**src/rtl/turbo_dec_pkg.sv**
```systemverilog
// Shared turbo-decoder types and constants.
// Reliability magnitudes are unsigned MAG_W-bit values; MAG_MAX is the neutral element for min.
package turbo_dec_pkg;

  localparam int unsigned LLR_W = 31;
  localparam int unsigned MAG_W = 30;
  localparam int unsigned NIB_W = 4;

  typedef logic [MAG_W-1:0] mag_t;

  localparam mag_t MAG_MAX = 30'h3FFFFFFF;

  function automatic mag_t mag_min(input mag_t a, input mag_t b);
    return (a < b) ? a : b;
  endfunction

endpackage

```
**src/rtl/byte_fifo.sv**
```systemverilog
// Synchronous show-ahead FIFO. A push into a full FIFO is accepted only when
// it coincides with a pop; otherwise it is dropped and flagged on push_drop.
module byte_fifo #(
  parameter int unsigned WIDTH = 9,
  parameter int unsigned DEPTH = 4
) (
  input  logic             clk,
  input  logic             rst,
  input  logic             push,
  input  logic [WIDTH-1:0] din,
  input  logic             pop,
  output logic [WIDTH-1:0] dout,
  output logic             empty,
  output logic             full,
  output logic             push_drop
);

  localparam int unsigned AW = $clog2(DEPTH);
  localparam int unsigned CW = AW + 1;

  logic [WIDTH-1:0] mem_q [DEPTH];
  logic [WIDTH-1:0] mem_d [DEPTH];
  logic [AW-1:0]    wr_ptr_q, wr_ptr_d;
  logic [AW-1:0]    rd_ptr_q, rd_ptr_d;
  logic [CW-1:0]    count_q, count_d;
  logic             push_ok, pop_ok;

  always_comb begin
    empty     = (count_q == '0);
    full      = (count_q == CW'(DEPTH));
    pop_ok    = pop & ~empty;
    push_ok   = push & (~full | pop);
    push_drop = push & full & ~pop;
    // Gate the head so an empty FIFO always presents zero.
    dout      = empty ? '0 : mem_q[rd_ptr_q];

    mem_d = mem_q;
    if (push_ok) mem_d[wr_ptr_q] = din;
    wr_ptr_d = wr_ptr_q + AW'(push_ok);
    rd_ptr_d = rd_ptr_q + AW'(pop_ok);
    count_d  = count_q + CW'(push_ok) - CW'(pop_ok);
  end

  always_ff @(posedge clk) begin
    if (!rst) begin
      for (int i = 0; i < int'(DEPTH); i++) mem_q[i] <= '0;
      wr_ptr_q <= '0;
      rd_ptr_q <= '0;
      count_q  <= '0;
    end else begin
      mem_q    <= mem_d;
      wr_ptr_q <= wr_ptr_d;
      rd_ptr_q <= rd_ptr_d;
      count_q  <= count_d;
    end
  end

endmodule

```
**src/rtl/dec_bit_pack.sv**
```systemverilog
// Turbo-decoder output packer: nibbles to bytes behind a FIFO, frame delimiting
// and per-frame minimum reliability for the iteration controller.
module dec_bit_pack
  import turbo_dec_pkg::*;
#(
  parameter int unsigned FRAME_BITS = 1024,
  parameter int unsigned FIFO_DEPTH = 4,
  parameter mag_t        CONF_TH    = 30'd4096
) (
  input  logic             clk,
  input  logic             rst,
  input  logic             in_valid,
  input  logic [NIB_W-1:0] d,
  input  mag_t             how_1,
  input  mag_t             how_2,
  input  mag_t             how_3,
  input  mag_t             how_4,
  output logic [7:0]       out_data,
  output logic             out_valid,
  input  logic             out_ready,
  output logic             out_last,
  output logic             frame_done,
  output mag_t             min_how,
  output logic             low_conf,
  output logic             overflow
);

  localparam int unsigned       CNT_W    = $clog2(FRAME_BITS);
  localparam logic [CNT_W-1:0]  LAST_CNT = CNT_W'(FRAME_BITS - 4);

  logic             ph_q, ph_d;
  logic [3:0]       lo_q, lo_d;
  logic [CNT_W-1:0] cnt_q, cnt_d;
  mag_t             run_min_q, run_min_d;
  mag_t             min_how_q, min_how_d;
  logic             low_conf_q, low_conf_d;
  logic             frame_done_q, frame_done_d;
  logic             overflow_q, overflow_d;

  mag_t             tree_min, frame_min;
  logic             is_last;
  logic             push, pop, push_drop, fifo_empty, fifo_full;
  logic [8:0]       fifo_din, fifo_dout;

  always_comb begin
    tree_min  = mag_min(mag_min(how_1, how_2), mag_min(how_3, how_4));
    frame_min = mag_min(run_min_q, tree_min);
    is_last   = (cnt_q == LAST_CNT);
    fifo_din  = {is_last, d, lo_q};

    ph_d         = ph_q;
    lo_d         = lo_q;
    cnt_d        = cnt_q;
    run_min_d    = run_min_q;
    min_how_d    = min_how_q;
    low_conf_d   = low_conf_q;
    frame_done_d = 1'b0;
    overflow_d   = overflow_q | push_drop;
    push         = 1'b0;

    if (in_valid) begin
      ph_d      = ~ph_q;
      run_min_d = frame_min;
      if (!ph_q) lo_d = d;
      else       push = 1'b1;
      cnt_d = is_last ? '0 : cnt_q + CNT_W'(4);
      // Last nibble always lands in ph=1 since FRAME_BITS is a multiple of 8.
      if (is_last) begin
        frame_done_d = 1'b1;
        min_how_d    = frame_min;
        low_conf_d   = (frame_min < CONF_TH);
        run_min_d    = MAG_MAX;
      end
    end
  end

  always_ff @(posedge clk) begin
    if (!rst) begin
      ph_q         <= 1'b0;
      lo_q         <= '0;
      cnt_q        <= '0;
      run_min_q    <= MAG_MAX;
      min_how_q    <= '0;
      low_conf_q   <= 1'b0;
      frame_done_q <= 1'b0;
      overflow_q   <= 1'b0;
    end else begin
      ph_q         <= ph_d;
      lo_q         <= lo_d;
      cnt_q        <= cnt_d;
      run_min_q    <= run_min_d;
      min_how_q    <= min_how_d;
      low_conf_q   <= low_conf_d;
      frame_done_q <= frame_done_d;
      overflow_q   <= overflow_d;
    end
  end

  assign pop = out_valid & out_ready;

  byte_fifo #(
    .WIDTH (9),
    .DEPTH (FIFO_DEPTH)
  ) u_fifo (
    .clk       (clk),
    .rst       (rst),
    .push      (push),
    .din       (fifo_din),
    .pop       (pop),
    .dout      (fifo_dout),
    .empty     (fifo_empty),
    .full      (fifo_full),
    .push_drop (push_drop)
  );

  assign out_valid  = ~fifo_empty;
  assign out_data   = fifo_dout[7:0];
  assign out_last   = fifo_dout[8];
  assign frame_done = frame_done_q;
  assign min_how    = min_how_q;
  assign low_conf   = low_conf_q;
  assign overflow   = overflow_q;

endmodule

```
**config.mk**
```make
export PLATFORM = sky130hd
export DESIGN_NAME = dec_bit_pack
export DESIGN_NICKNAME = d
export VERILOG_FILES = /design/src/rtl/turbo_dec_pkg.sv /design/src/rtl/byte_fifo.sv /design/src/rtl/dec_bit_pack.sv
export SDC_FILE = /design/constraint.sdc
export NUM_CORES = 1
export LEC_CHECK = 0
export ABC_AREA = 1
export CORE_MARGIN = 2
export CORE_UTILIZATION = 35
export DETAILED_ROUTE_END_ITERATION = 10
export GPL_TIMING_DRIVEN = 0
export PLACE_DENSITY = 0.55
export SLEW_MARGIN = 15
export SYNTH_ARGS = -nofsm -noshare
export SYNTH_HDL_FRONTEND = slang
export SYNTH_SLANG_ARGS = --single-unit
export TNS_END_PERCENT = 5
```
**constraint.sdc**
```tcl
create_clock -name clk -period 12 [get_ports clk]
set_input_delay 3 -clock clk [delete_from_list [all_inputs] [get_ports clk]]
set_output_delay 3 -clock clk [all_outputs]
set_load 0.01 [all_outputs]
```
# --- Word level (Yosys, flattened, before mapping) ---
# Index checks and enable logic that the tools add are counted.
totals:
  regBits: 121
  in_bits: 128
  output_inout_bits: 43
  word_cells: 64
classes:
  addsub: 5
  order_cmp: 8
  eq_ne: 2
  muxes: 16
  bitwise: 13
  reduce_logical: 5
ops:
  columns: ["operator", "n"]
  rows:
  - ["2-to-1 mux 30 bit", 5]
  - ["< comparator 30 bit", 4]
  - ["bitwise mux 36 bit", 1]
  - ["2-to-1 mux 9 bit", 4]
  - ["< comparator 30 x 13 -> 1 bit (second input constant)", 1]
  - ["binary-select mux 9 bit (select 2 bit)", 1]
  - ["demux 9 bit (select 2 bit)", 1]
  - ["adder 10 x 3 -> 10 bit (second input constant)", 1]
  - ["equality test 10 bit (second input constant)", 1]
  - ["2-to-1 mux 10 bit", 1]
  - ["greater-or-equal comparator 3 bit (second input constant)", 2]
  - ["inverter 2 -> 3 bit", 2]
  - ["AND reduction 2 bit", 3]
  - ["AND 1 bit", 5]
  - ["adder 2 x 1 -> 2 bit", 2]
  - ["inverter 1 bit", 4]
  - ["adder 3 x 1 -> 3 bit", 1]
  - ["equality test 3 bit (second input constant)", 1]
  - ["logical NOT 3 bit", 1]
  - ["< comparator 3 x 1 -> 1 bit (second input constant)", 1]
  - ["2-to-1 mux 1 bit", 3]
  - ["subtractor 3 x 1 -> 3 bit", 1]
  - ["OR 1 bit", 2]
  - ["logical AND 1 bit", 1]

# --- Longest topological paths before layout ---
# Gate-level depths: netlist of run 1.
depth:
  word_depth: 7
  mapped_depth: 45
  depth_no_buf: 41

# --- By module ---
# From an unflattened synthesis of run 1, not the netlist that was laid out.
unflattened:
  cells_unflattened: 1454
  area_unflattened_um2: 9226.3
by_module_without_submodules:
  columns: ["module", "instances", "cells_each", "area_each_um2", "seq_area_each_um2"]
  rows:
  - ["dec_bit_pack", 1, 1071, 6779.0, 1521.5]
  - ["byte_fifo", 1, 383, 2447.3, 860.8]

# --- Worst setup path after synthesis of run 1 ---
# Ideal clock, no wire load.
synth_timing:
  path_kind: "input to register"
  startpoint: "in how_2[29]"
  endpoint: "reg low_conf_q (netlist: low_conf)"
  setup_ps: 113
  arrival_time_ps: 8326
  t_required_ps: 11887
  path_slack_ps: 3561
  path_stages: 42
  path_buffers: 4
  cell_sequence: "inv_1 > ha_1 > nand2_1 > nor2_1 > and2_1 > nand2_1 > nor2_1 > nand2_1 > nand2_2 > clkbuf_1 > clkbuf_1 > nor2_1 > a21oi_1 > ha_1 > a21oi_1 > nand3b_1 > a21oi_1 > a2111oi_0 > [6 not listed] > o21ai_0 > inv_1 > ha_1 > a21oi_1 > o21ai_0 > nand3_1 > nand2_1 > nand2_1 > a21oi_1 > a211oi_1 > clkbuf_1 > nand3_1 > nand2_1 > nor2_1 > nand2_1 > nor2_1 > nand3_1 > nand2_1"
synth_between:
  elab_chain_cells: 7
synth_rtl:
  columns: ["element", "line_no", "source"]
  rows:
  - ["start: declaration", "dec_bit_pack.sv:15", "input mag_t how_2,"]
  - ["< comparator 30 bit", "turbo_dec_pkg.sv:14", "return (a < b) ? a : b;"]
  - ["2-to-1 mux 30 bit (*)", "turbo_dec_pkg.sv:14", null]
  - ["< comparator 30 bit", "turbo_dec_pkg.sv:14", null]
  - ["2-to-1 mux 30 bit (*)", "turbo_dec_pkg.sv:14", null]
  - ["< comparator 30 bit", "turbo_dec_pkg.sv:14", null]
  - ["2-to-1 mux 30 bit (*)", "turbo_dec_pkg.sv:14", null]
  - ["< comparator 30 x 13 -> 1 bit (*)", "dec_bit_pack.sv:71", "low_conf_d = (frame_min < CONF_TH);"]
  - ["end signal: assignment", "dec_bit_pack.sv:93", "low_conf_q <= low_conf_d;"]
  - ["end: declaration", "dec_bit_pack.sv:36", "logic low_conf_q, low_conf_d;"]
# Mark *: on every way between the ends. The rest lies on a longest branch, timed or not.
# A chain may end at the register's enable or synchronous reset.

# --- Final worst setup path of run 1 ---
# Same ends and word-level chain as after synthesis.

==> metrics.md, run 1 <==
| Metric | Value |
|---|---|
| Synth area leaders | dfxtp_1, ha_1, nand2_1, a21oi_1, o21ai_0 |
| Fmax | 99.0 MHz |
| Cells resized by post-CTS repair | 0 |
| Run status | complete, no violations |
| Async SR Flop Fraction | 0% |
| Crit path launch type | input port |
| Total power | 1.69 mW |
| Sw frac | 41.2% |
| Antenna violations before repair | 0 |
| Dpl cells | 1,805 |
| Max-slew headroom | 26.8% |
| Via count | 8,615 |
| Flop pwr share | 27.1% |
| Cell family with most CP delay | compound AO/OA/AOI/OAI gates |
| Final instance area | 11,300 um2 |
| Die extent in y | 161 um |
| Tcrit/Tclk final | 84.2% |
| Count leader, synth | nand2_1 |
| Reg2reg setup slack | 8.85 ns |
| RSZ-0062 raised after global routing | false |
| GP Congestion | 0.851 |
| Gate Count Post-Synth | 1,312 |
| Yosys top cell by area | dfxtp_1 |
| Setup bufs post-CTS | 0 |
| Clock sinks | 119 |
| CTS Hold Bufs | 0 |
| WP data arrival | 10.45 ns |
| Final ANT Viol Nets | 0 |
| WP data required | 12.35 ns |
| Antenna cell count | 0 |
| WS Path Type | input port to register |
| Synthesized area | 8620 um2 |
| CP endpoint kind | register |
| Synth cell count leaders | nand2_1, inv_1, a21oi_1 |
| Seq/Total Area, Yosys | 27.6% |
| FF/Latch Area | 2380 um2 |
| Synth cell types | 35 |
| Detailed Route Iter0 Violations | 465 |
| Final Hold Fails | 0 |
| First-pass DRT Iterations | 4 |
| First-pass GRT wire length | 40.5 mm |
| Vias in the first global route | 8,251 |
| Top cell type's share of synthesized area | 27.6% |
| Max Cap Viol | 0 |
| Final min period | 10.10 ns |
| Fin util | 46.4% |
| Flops & latches, synth | 119 |
| Non-filler cells, final | 1,837 |
| WHS | 0.441 ns |
| Final net count | 1,750 |
| Largest stage delay, worst path | 0.85 ns |
| Final setup fails | 0 |
| Crit path max-delay cell type | a211oi_1 |
| # rows | 57 |
| Layout Skew | 0.0120 ns |
| I/O pin count | 171 |
| Starting density of the core | 35.6% |
| PnR worst setup slack | 1.90 ns |
| Placement Cell Area | 10,700 um2 |
| IO buf count | 169 |
| Internal Power | 0.995 mW |
| Grt total ovfl | 0 |
| Gr usage total | 19.1% |
| Clk pwr share | 27.4% |
| Clk_lat worst skew | 0.41 ns |
| WL per Instance | 13.3 um |
| Clock buffer depth | 2 |
| Drc violations | 0 |
| Number of synthesized flops with an enable pin | 0 |
| Fill count | 2,558 |
| Die Width | 161 um |
| Worst-path clk slew | 0.06 ns |
| CORE AREA | 24,200 um2 |
| CTS buffer count | 17 |
| Most used cell, CP | nand2_1 |
| Syn nets | 1,562 |
| CP max FO | 10 |
| H-tree depth | 4 |
| Peak supply drop | 0.0991 mV |
| Root buffer cell | clkbuf_16 |
| Final Max Slew Viols | 0 |
| Area grow syn2layout | 30.7% |
| Sw power | 0.696 mW |
| Worst hold path class | register to register |
| Place WS | 1.45 ns |
| CTS tree | done |
| Slew @ Worst Pin | 1.09 ns |
| TNS Setup | 0 ns |
| DIE AREA | 25,900 um2 |
| Comb power frac | 45.5% |
| Main synth FF type | dfxtp_1 |
| Final wirelength | 24.5 mm |
| CP bufs+invs | 8 |
| DP Wirelength | 20.8 mm |
| Mean Syn Cell Area | 6.57 um2 |
| Static Leak | 5.07 nW |
| Layout cells sized above 1 | 3.11% |
| Multi-input combinational cell area | 5330 um2 |
| Pin count of the biggest net entering global routing | 17 |
| Pwr/cell area | 150 nW/um2 |
| Via density | 4.69 |
| Warnings, synthesis | 0 |
==> final timing paths <==
path / start / endpoint / cells past startpoint
min reg2reg: u_fifo.mem_q[6] / u_fifo.mem_q[6] / 2
max reg2reg: run_min_q[17] / low_conf / 15
min: u_fifo.mem_q[6] / u_fifo.mem_q[6] / 2
max: how_2[29] / low_conf / 42
==> power groups by stage <==
stage	combinational, mW	clock, mW	sequential [mW]
floorplan	0.537	0	0.456
global placement	0.765	0	0.466
global route	0.898	0.492	0.463
detailed placement	0.774	0	0.466
finish	0.769	0.464	0.459
CTS	0.777	0.472	0.458
==> cell type report <==
| class | count | share of cell area, % |
|---|---|---|
| plain buffers | 51 | 1.87 |
| clock buffers | 17 | 3.78 |
| clock inverters | 15 | 1.07 |
| inverters | 186 | 6.20 |
| multi-input cells | 956 | 47.3 |
| flip-flops and latches | 119 | 21.2 |
| well taps | 324 | 3.60 |
| repair buffers | 169 | 15.0 |
==> metal layers <==
layer / track usage (%) / routed length [um] / vias to the layer above
met2: 31.9 / 11000 / 196
met5: 0 / 0 / -
met1: 26.0 / 12000 / 3714
li1: - / - / 4690
met3: 3.33 / 1300 / 15
met4: 3.77 / 165 / 0
==> placed cells by master (no fill, tap or decap), types with 3 or more instances in the layout <==
master and n:
nand2_4 3, ha_1 121, nand2_1 284, clkbuf_1 45, nor2_1 104, inv_6 4, clkinvlp_4 4, clkbuf_16 17
a21o_1 4, buf_2 3, clkinv_2 3, nand4_1 5, clkdlybuf4s50_1 169, a21oi_1 170, o21ai_0 159, inv_1 181
nand2_2 5, dfxtp_1 119, clkinv_1 4, nor3_1 8, o21ai_1 35, nand3_1 32, a211oi_1 5
==> kinds of logic (layout without fill, tap and decap cells) <==
kind of cell | after synthesis | after routing | synth area share, %
and+or+nand+nor | 449 | 449 | 21.0
adders and majority gates | 122 | 122 | 17.8
xor gates and xnor gates | 4 | 4 | 0.406
AOI/OAI and AO/OA | 381 | 381 | 22.7
DFF | 119 | 119 | 27.6
buffers and inverters | 237 | 438 | 10.5
==> worst min-delay path: stages, from the launching register on <==
cell and delay, ns:
dfxtp_1 0.30, inv_1 0.04, a21oi_1 0.05
==> registers in the layout (all words and copies together), names as in the netlist <==
| signal | count |
|---|---|
| frame_done | 1 |
| min_how | 30 |
| ph_q | 1 |
| cnt_q | 8 |
| run_min_q | 30 |
| u_fifo.count_q | 3 |
| u_fifo.rd_ptr_q | 2 |
| u_fifo.wr_ptr_q | 2 |
| lo_q | 4 |
| u_fifo.mem_q | 36 |
| low_conf | 1 |
| overflow | 1 |
(Power assumes the default switching activity.)
==> inputs of run 2 (changes only) <==
==> constraint.sdc (replaced) <==
create_clock -name clk -period 9.9 [get_ports clk]
set_input_delay 2.475 -clock clk [delete_from_list [all_inputs] [get_ports clk]]
set_output_delay 2.475 -clock clk [all_outputs]
set_load 0.01 [all_outputs]
==> metrics.md, run 2 (synthesized netlist as in run 1, its figures left out) <==
| Metric | Value |
|---|---|
| Run status | complete, no violations |
| Crit path launch type | input port |
| Placement Cell Area | 10,700 um2 |
| Final setup fails | 0 |
| Worst hold path class | register to register |
| Non-filler cells, final | 1,837 |
| Vias in the first global route | 8,251 |
| CTS Hold Bufs | 0 |
| Via count | 8,603 |
| Commonest cells after routing, fill and taps aside | nand2_1, inv_1, a21oi_1, clkdlybuf4s50_1, o21ai_0 |
| # rows | 57 |
| I/O pin count | 171 |
| Final min period | 9.17 ns |
| Biggest register | u_fifo.mem_q |
| First-pass DRT Iterations | 7 |
| DP Wirelength | 20.8 mm |
| Layout Skew | 0.0102 ns |
| Clk_lat worst skew | 0.41 ns |
| CP max FO | 10 |
| Final instance area | 11,300 um2 |
| Area grow syn2layout | 30.8% |
| Cells resized by post-CTS repair | 0 |
| Tcrit/Tclk final | 92.7% |
| WS Path Type | input port to register |
| Flop pwr share | 27.0% |
| Die Width | 161 um |
| Clock buffer depth | 2 |
| Dpl cells | 1,805 |
| Final wirelength | 24.4 mm |
| Setup bufs post-CTS | 0 |
| Final Hold Fails | 0 |
| Final net count | 1,750 |
| Antenna violations before repair | 0 |
| Grt total ovfl | 0 |
| Max-slew headroom | 60.6% |
| Most used cell, CP | nand2_1 |
| Gr usage total | 19.1% |
| DIE AREA | 25,900 um2 |
| Pin count of the biggest net entering global routing | 17 |
| Slew @ Worst Pin | 0.591 ns |
| Static Leak | 5.08 nW |
| Crit path max-delay cell type | clkdlybuf4s50_1 |
| Root buffer cell | clkbuf_16 |
| Detailed Route Iter0 Violations | 453 |
| Sw frac | 41.2% |
| CORE AREA | 24,200 um2 |
| Peak supply drop | 0.119 mV |
| Fin util | 46.5% |
| Worst-path clk slew | 0.06 ns |
| Comb power frac | 45.7% |
| WL per Instance | 13.3 um |
| CTS buffer count | 17 |
| Internal Power | 1.21 mW |
| IO buf count | 169 |
| RSZ-0062 raised after global routing | false |
| Clock sinks | 119 |
| GP Congestion | 0.851 |
| Final Max Slew Viols | 0 |
| Layout cells sized above 1 | 3.17% |
| Drc violations | 0 |
| Largest register FFs | 36 |
| Starting density of the core | 35.6% |
| Via density | 4.68 |
| H-tree depth | 4 |
| Max Cap Viol | 0 |
| CTS tree | done |
| CP endpoint kind | register |
| Fill count | 2,558 |
| Final ANT Viol Nets | 0 |
| Sw power | 0.847 mW |
| Largest stage delay, worst path | 0.46 ns |
| Die extent in y | 161 um |
| Clk pwr share | 27.3% |
| WP data required | 10.25 ns |
| Antenna cell count | 0 |
| Pwr/cell area | 182 nW/um2 |
| WP data arrival | 9.53 ns |
| Fmax | 109 MHz |
| Commonest non-fill, non-tap cell in the layout | nand2_1 |
| First-pass GRT wire length | 40.5 mm |
-- run 2: cell counts in the layout (fill, tap and decap cells not counted) --
No cell type changed its count.
-- run 2: cell type report --
cell class	instances	area, um2	share of cell area, %
Multi-Input combinational cell	956	5340	47.4
Clock inverter	15	120	1.07
Buffer	51	210	1.86
Sequential cell	119	2380	21.1
Clock buffer	17	425	3.77
Tap cell	324	405	3.60
Inverter	186	698	6.19
Timing Repair Buffer	169	1690	15.0
-- run 2: worst paths after layout --
kind,from,end,slack [ns],depth (start not counted)
max reg2reg,run_min_q[29],low_conf,7.22,14
max,how_4[29],low_conf,0.73,38
min reg2reg,u_fifo.mem_q[6],u_fifo.mem_q[6],0.44,2
min,u_fifo.mem_q[6],u_fifo.mem_q[6],0.44,2
-- run 2: worst max-delay path: cells and delay by family --
family,cells,cell delay (ns)
AO/OA/AOI/OAI,6,1.23
buffers and inverters,7,2.24
AND/OR/NAND/NOR,22,2.58
adder cells (fa/ha/maj),3,0.98
-- run 2: power groups by stage --
stage,logic [mW],clock network [mW],registers (mW)
2_1_floorplan,0.651,0,0.553
4_1_cts,0.941,0.572,0.555
3_5_place_dp,0.939,0,0.565
3_3_place_gp,0.927,0,0.565
6_report,0.939,0.562,0.556
5_1_grt,1.10,0.596,0.561
-- run 2: per-layer routing --
metal,track usage [%],part of all wire (%)
met4,3.77,0.57
met1,26.0,49
met2,31.9,45
met3,3.33,5.2
met5,0,0
-- run 2: per-stage QoR --
step	hold slack, ns	setup TNS, ns	setup WS (ns)	power, mW
2_1_floorplan	0.420	0	1.99	1.20
3_3_place_gp	0.428	-0.0390	-0.0390	1.49
3_5_place_dp	0.433	-0.128	-0.128	1.50
4_1_cts	0.442	0	0.288	2.07
5_1_grt	0.463	0	0.0343	2.25
6_report	0.441	0	0.726	2.06
